File: config.mk
export PLATFORM = sky130hd
export DESIGN_NAME = spi_client_frame
export DESIGN_NICKNAME = d
export VERILOG_FILES = /design/src/rtl/spi_client_frame.sv
export SDC_FILE = /design/constraint.sdc
export NUM_CORES = 1
export LEC_CHECK = 0
export BUFFER_PORTS_ARGS = -buffer_cell sky130_fd_sc_hd__buf_2
export CORE_MARGIN = 2
export CORE_UTILIZATION = 55
export CTS_BUF_LIST = sky130_fd_sc_hd__clkbuf_4 sky130_fd_sc_hd__clkbuf_8 sky130_fd_sc_hd__clkbuf_16
export DETAILED_ROUTE_END_ITERATION = 6
export PLACE_DENSITY = 0.78
export RECOVER_POWER = 50
export SYNTH_ARGS = -nofsm -noshare
export SYNTH_HDL_FRONTEND = slang
export SYNTH_SLANG_ARGS = --single-unit
File: constraint.sdc
create_clock -name clk -period 2.95 [get_ports clk]
set_clock_uncertainty 0.05 [all_clocks]
set_input_delay 0.295 -clock clk [delete_from_list [all_inputs] [get_ports clk]]
set_output_delay 0.295 -clock clk [all_outputs]
set_load 0.1 [all_outputs]
File: src/rtl/spi_client_frame.sv
// SPI target front end: oversamples spi_clk/cs/mosi in the clk domain, receives MSB-first
// CMD_W-bit words (several per frame), shifts a response out on MISO, hands words over valid/ready.
module spi_client_frame #(
  parameter int CMD_W       = 4,
  parameter int CPOL        = 0,
  parameter int CPHA        = 0,
  parameter int SYNC_STAGES = 2
) (
  input  logic             clk,
  input  logic             rst_n,
  input  logic             spi_clk,
  input  logic             mosi,
  input  logic             cs,
  output logic             miso,
  output logic             miso_oe,
  input  logic [CMD_W-1:0] tx_data,
  output logic [CMD_W-1:0] command,
  output logic             command_valid,
  input  logic             command_ready,
  output logic             frame_error,
  output logic             overrun
);

  localparam logic           CLK_IDLE = (CPOL != 0);
  localparam logic           PHASE    = (CPHA != 0);
  localparam int             CNT_W    = (CMD_W > 2) ? $clog2(CMD_W) : 1;
  localparam logic [CNT_W-1:0] LAST_BIT = CNT_W'(CMD_W - 1);

  typedef enum logic {IDLE, ACTIVE} state_t;

  state_t                 state, state_next;
  logic [SYNC_STAGES-1:0] sclk_sync, cs_sync, mosi_sync, flush;
  logic                   sclk_prev, cs_prev, armed;
  logic                   sclk_s, cs_s, mosi_s;
  logic                   lead_edge, trail_edge, sample_edge, shift_edge;
  logic                   start, stop, sample, shift, complete;
  logic [CNT_W-1:0]       rx_cnt;
  logic [CMD_W-2:0]       rx_shift;
  logic [CMD_W-1:0]       rx_word;
  logic [CMD_W-1:0]       tx_shift;

  assign sclk_s = sclk_sync[SYNC_STAGES-1];
  assign cs_s   = cs_sync[SYNC_STAGES-1];
  assign mosi_s = mosi_sync[SYNC_STAGES-1];

  // Stage: synchronisers. flush marks when the last stage holds a real pin sample rather than
  // its reset value, so a cs held low through reset can never look like an idle-high line.
  always_ff @(posedge clk or negedge rst_n) begin
    if (!rst_n) begin
      sclk_sync <= {SYNC_STAGES{CLK_IDLE}};
      cs_sync   <= '1;
      mosi_sync <= '0;
      flush     <= '0;
      sclk_prev <= CLK_IDLE;
      cs_prev   <= 1'b1;
      armed     <= 1'b0;
    end else begin
      sclk_sync <= {sclk_sync[SYNC_STAGES-2:0], spi_clk};
      cs_sync   <= {cs_sync[SYNC_STAGES-2:0], cs};
      mosi_sync <= {mosi_sync[SYNC_STAGES-2:0], mosi};
      flush     <= {flush[SYNC_STAGES-2:0], 1'b1};
      sclk_prev <= sclk_s;
      cs_prev   <= cs_s;
      if (cs_s && flush[SYNC_STAGES-1])
        armed <= 1'b1;
    end
  end

  assign lead_edge   = (sclk_prev == CLK_IDLE) && (sclk_s != CLK_IDLE);
  assign trail_edge  = (sclk_prev != CLK_IDLE) && (sclk_s == CLK_IDLE);
  assign sample_edge = PHASE ? trail_edge : lead_edge;
  assign shift_edge  = PHASE ? lead_edge : trail_edge;
  assign rx_word     = {rx_shift, mosi_s};

  always_ff @(posedge clk or negedge rst_n) begin
    if (!rst_n)
      state <= IDLE;
    else
      state <= state_next;
  end

  // cs release takes priority over any edge seen in the same cycle.
  always_comb begin
    state_next = state;
    start      = 1'b0;
    stop       = 1'b0;
    sample     = 1'b0;
    shift      = 1'b0;
    complete   = 1'b0;
    case (state)
      IDLE: begin
        if (cs_prev && !cs_s && armed) begin
          start      = 1'b1;
          state_next = ACTIVE;
        end
      end
      ACTIVE: begin
        if (cs_s) begin
          stop       = 1'b1;
          state_next = IDLE;
        end else begin
          sample   = sample_edge;
          shift    = shift_edge;
          complete = sample_edge && (rx_cnt == LAST_BIT);
        end
      end
      default: state_next = IDLE;
    endcase
  end

  // Stage: frame control, MISO drive and output word register.
  always_ff @(posedge clk or negedge rst_n) begin
    if (!rst_n) begin
      rx_cnt        <= '0;
      miso          <= 1'b0;
      miso_oe       <= 1'b0;
      frame_error   <= 1'b0;
      overrun       <= 1'b0;
      command       <= '0;
      command_valid <= 1'b0;
    end else begin
      frame_error <= stop && (rx_cnt != '0);
      overrun     <= 1'b0;
      if (start) begin
        rx_cnt  <= '0;
        miso_oe <= 1'b1;
        miso    <= tx_data[CMD_W-1];
      end
      if (stop) begin
        rx_cnt  <= '0;
        miso_oe <= 1'b0;
        miso    <= 1'b0;
      end
      if (sample)
        rx_cnt <= complete ? '0 : rx_cnt + 1'b1;
      if (shift)
        miso <= tx_shift[CMD_W-1];
      if (complete) begin
        if (command_valid && !command_ready) begin
          overrun <= 1'b1;
        end else begin
          command       <= rx_word;
          command_valid <= 1'b1;
        end
      end else if (command_valid && command_ready) begin
        command_valid <= 1'b0;
      end
    end
  end

  // With CPHA=0 the MSB already sits on MISO at frame start, so only the remaining bits are queued.
  always_ff @(posedge clk) begin
    if (start)
      tx_shift <= PHASE ? tx_data : (tx_data << 1);
    else if (complete)
      tx_shift <= tx_data;
    else if (shift)
      tx_shift <= tx_shift << 1;
    if (sample)
      rx_shift <= rx_word[CMD_W-2:0];
  end

endmodule

==> run_summary.xml <==
<?xml version="1.0" encoding="UTF-8"?>
<metrics>
  <group name="die">
    <metric name="floorplan.die.width" unit="microns">50.0</metric>
    <metric name="die_y" unit="microns">50.0</metric>
    <metric name="die_area" unit="sq um">2500</metric>
    <metric name="core_area" unit="sq um">1980</metric>
    <metric name="boundaryPins" unit="">19</metric>
    <metric name="rows" unit="">16</metric>
    <metric name="initial_standard_cell_utilization_of_the_core" unit="%">58.8</metric>
  </group>
  <group name="hold_path">
    <metric name="whs_path_depth" unit="">1</metric>
    <metric name="hp-class" unit="">primary input to flip-flop</metric>
  </group>
  <group name="placement">
    <metric name="placement.io_buffers" unit="">18</metric>
    <metric name="post_placement_cell_count" unit="">127</metric>
    <metric name="gp_congestion" unit="">0.739</metric>
    <metric name="place.detailed.hpwl" unit="mm">1.39</metric>
  </group>
  <group name="cts">
    <metric name="tritoncts" unit="">done</metric>
    <metric name="max-clock-path-buffers" unit="">2</metric>
    <metric name="clkLatencyLatePin" unit="ns">0.32</metric>
    <metric name="postCtsSetupBuffers" unit="">0</metric>
    <metric name="ctsResizeCount" unit="">0</metric>
    <metric name="cts_sinks" unit="">30</metric>
    <metric name="root_buffer" unit="">clkbuf_4</metric>
    <metric name="tritoncts.num_buffers" unit="">5</metric>
    <metric name="clkSlewWorstSetupHoldPaths" unit="ns">0.09</metric>
    <metric name="htreeDepth" unit="">2</metric>
  </group>
  <group name="drt">
    <metric name="remaining_drc_errors" unit="">0</metric>
    <metric name="avgViaCountPerCell" unit="">5.31</metric>
    <metric name="initialDrtViolationCount" unit="">23</metric>
    <metric name="post_drt_wl_per_cell" unit="microns">14.3</metric>
    <metric name="vias" unit="">727</metric>
    <metric name="drt.antenna.violating_nets" unit="">0</metric>
    <metric name="drt-pass1-iter-count" unit="">4</metric>
    <metric name="routed_wirelength" unit="mm">1.95</metric>
  </group>
  <group name="global_routing">
    <metric name="grt_start_max_net_pins" unit="">24</metric>
    <metric name="grt-ovfl-total" unit="">0</metric>
    <metric name="global_route_wire_length_before_repair" unit="mm">3.48</metric>
    <metric name="antenna_found_initial" unit="">0</metric>
    <metric name="first_global_vias" unit="">737</metric>
    <metric name="grt.total_usage" unit="%">19.7</metric>
  </group>
  <group name="yosys">
    <metric name="yosys-mux-area-fraction" unit="%">5.16</metric>
    <metric name="synth.top_cells.by_count" unit="">20 x dfrtp_1, 7 x nand2_1, 6 x edfxtp_1, 6 x nor2_1, 5 x o21ai_0</metric>
    <metric name="synth.largest_area_cell" unit="">dfrtp_1</metric>
    <metric name="synth-seq-cells" unit="">30</metric>
    <metric name="post-synth-top-area-fraction" unit="%">43.0</metric>
    <metric name="synth.distinct_cells" unit="">26</metric>
    <metric name="synthMostInstantiatedCell" unit="">dfrtp_1</metric>
    <metric name="yosysWarningCount" unit="">0</metric>
    <metric name="instance_count_of_the_mapped_netlist" unit="">84</metric>
    <metric name="mappedNetlistNets" unit="">96</metric>
    <metric name="synthXorXnorAreaFrac" unit="%">0</metric>
    <metric name="synth.area.top_cells" unit="">dfrtp_1 43%, edfxtp_1 15%, dfstp_2 6.8%, mux2_4 5.2%, nand4bb_4 2.4%</metric>
    <metric name="main_combinational_cell_family_by_area_after_synthesis" unit="">simple AND/OR/NAND/NOR gates</metric>
    <metric name="synth-edff-count" unit="">6</metric>
    <metric name="synth_adder_area_share" unit="%">2.15</metric>
    <metric name="async_reset_ff_share" unit="%">76.7</metric>
    <metric name="mappedNetlistArea" unit="sq um">1160</metric>
    <metric name="yosys.area_share.simple" unit="%">14.1</metric>
    <metric name="synth-compound-area-share" unit="%">7.95</metric>
    <metric name="syn_area_per_cell" unit="sq um">13.9</metric>
    <metric name="synth_sequential_area_ratio" unit="%">66.9</metric>
    <metric name="dominantRegCellSynth" unit="">dfrtp_1</metric>
  </group>
  <group name="cells_and_area">
    <metric name="post_route_cells_drive_above_1_share" unit="%">32.7</metric>
    <metric name="finish.cell_count_without_fillers" unit="">137</metric>
    <metric name="num_antenna_cells" unit="">0</metric>
    <metric name="area_growth_syn_to_layout" unit="%">16.3</metric>
    <metric name="final_util" unit="%">68.4</metric>
    <metric name="num-nets-final" unit="">121</metric>
    <metric name="fillCellCount" unit="">142</metric>
  </group>
  <group name="sta">
    <metric name="timing.hold.ws" unit="ns">0.0217</metric>
    <metric name="final_hold_fails" unit="">0</metric>
    <metric name="setup-tns-final" unit="ns">0</metric>
    <metric name="clock.fmax" unit="MHz">637</metric>
    <metric name="final_min_period_over_clock_period" unit="%">53.2</metric>
    <metric name="finalSetupViolCount" unit="">0</metric>
    <metric name="tightest_slew" unit="ns">1.19</metric>
    <metric name="slew-limit-headroom" unit="%">21.0</metric>
    <metric name="report.final.slew_viol_count" unit="">0</metric>
    <metric name="rsz0062_at_grt" unit="">false</metric>
    <metric name="period_minus_slack" unit="ns">1.57</metric>
  </group>
  <group name="worst_setup_path">
    <metric name="path_cells" unit="">nand4bb_4, inv_6, nand2_1, nand3_1</metric>
    <metric name="rr_worst_depth" unit="">4</metric>
    <metric name="cp.arrival" unit="ns">1.56</metric>
    <metric name="critPathBufInv" unit="">1</metric>
    <metric name="critical_path_peak_fanout" unit="">11</metric>
    <metric name="worst_setup_path_start_kind" unit="">flip-flop</metric>
    <metric name="worstPathRequired" unit="ns">2.94</metric>
    <metric name="crit_family" unit="">flip-flops</metric>
    <metric name="timing_worst_setup_path_type" unit="">flip-flop to flip-flop</metric>
    <metric name="cp.depth" unit="">4</metric>
    <metric name="slowest_delay" unit="ns">0.64</metric>
    <metric name="crit_path_end_kind" unit="">flip-flop</metric>
    <metric name="cp_slowest_cell" unit="">dfstp_1</metric>
  </group>
  <group name="power_and_ir_drop">
    <metric name="cellPowerDensity" unit="nW/um^2">609</metric>
    <metric name="peakVddDrop" unit="uV">500</metric>
    <metric name="power.leakage" unit="nW">0.620</metric>
  </group>
  <group name="run_status">
    <metric name="run_status" unit="">finished, final reports clean</metric>
  </group>
  <group name="flow_run">
    <metric name="cap_violations" unit="">0</metric>
  </group>
</metrics>
## worst register-to-register path, stage by stage, from the launching register on
cell and delay, ns:
dfstp_1 0.64, nand4bb_4 0.25, inv_6 0.08, nand2_1 0.13, nand3_1 0.15
## repair_timing
item,4_1_cts,5_1_grt
endpoints found under the hold margin,20,1
hold buffers,1,1
endpoints found under the setup margin,0,0
## registers in the layout, summed over array words and instances (netlist names), 2 cells and up
name and count:
rx_shift 3, mosi_sync 2, command 4, tx_shift 4, rx_cnt 2, flush 2, cs_sync 2, sclk_sync 2
## worst paths after layout
kind	start	to	slack (ns)
hold / removal	mosi	mosi_sync[0]	0.02
setup reg to reg	cs_sync[1]	tx_shift[2]	1.38
hold reg to reg	flush[0]	flush[1]	0.30
setup / recovery	cs_sync[1]	tx_shift[2]	1.38
min in group asynchronous	rst_n	command[1]	0.68
max in group asynchronous	rst_n	sclk_sync[0]	1.46
## layer usage
metal	wire length, microns	track usage (%)	part of all wire [%]
met1	862	25.1	44
met2	930	28.9	48
met3	143	9.09	7.3
met4	18	8.33	0.92
met5	0	0	0
## metrics by stage
stage	power, W	setup slack [ns]	area [sq um]
CTS	0.000832	1.42	1350
detailed placement	0.000579	1.43	1270
global route	0.000865	1.16	1360
floorplan	0.000550	1.07	1160
finish	0.000825	1.38	1360
global placement	0.000575	1.50	1270
## layout make-up
class	count	area [sq um]	share of cell area [%]
Timing Repair Buffer	20	109	8.03
Clock buffer	7	58.8	4.34
Inverter	5	23.8	1.75
Clock inverter	1	5.00	0.369
Tap cell	27	33.8	2.49
Multi-Input combinational cell	47	345	25.5
Sequential cell	30	779	57.5
## kinds of logic (layout without fill, tap and decap cells)
family                   after synthesis  in the layout
adder cells (fa/ha/maj)                2              2
AND/OR/NAND/NOR                       24             24
flip-flops                            30             30
buffers and inverters                  7             33
other                                  1              1
AO/OA/AOI/OAI                         16             16
multiplexers                           4              4
## cells in the final DEF (no fill, tap or decap), types with 4 or more instances in the layout
master | netlist | layout
inv_1 | 4 | 4
buf_2 | 1 | 17
nand3_1 | 4 | 4
nor2_1 | 6 | 6
a21oi_1 | 4 | 4
nand2_1 | 7 | 7
a31oi_1 | 4 | 4
clkbuf_4 | 0 | 6
edfxtp_1 | 6 | 6
dfrtp_1 | 20 | 20
o21ai_0 | 5 | 5
mux2_4 | 4 | 4
## power by group
part	internal (W)	switching [W]	total, W
sequential	0.000446	0.0000150	0.000461
clock	0.000125	0.000129	0.000253
combinational	0.0000258	0.0000846	0.000110
No activity file was read; power rests on OpenSTA's default activity.
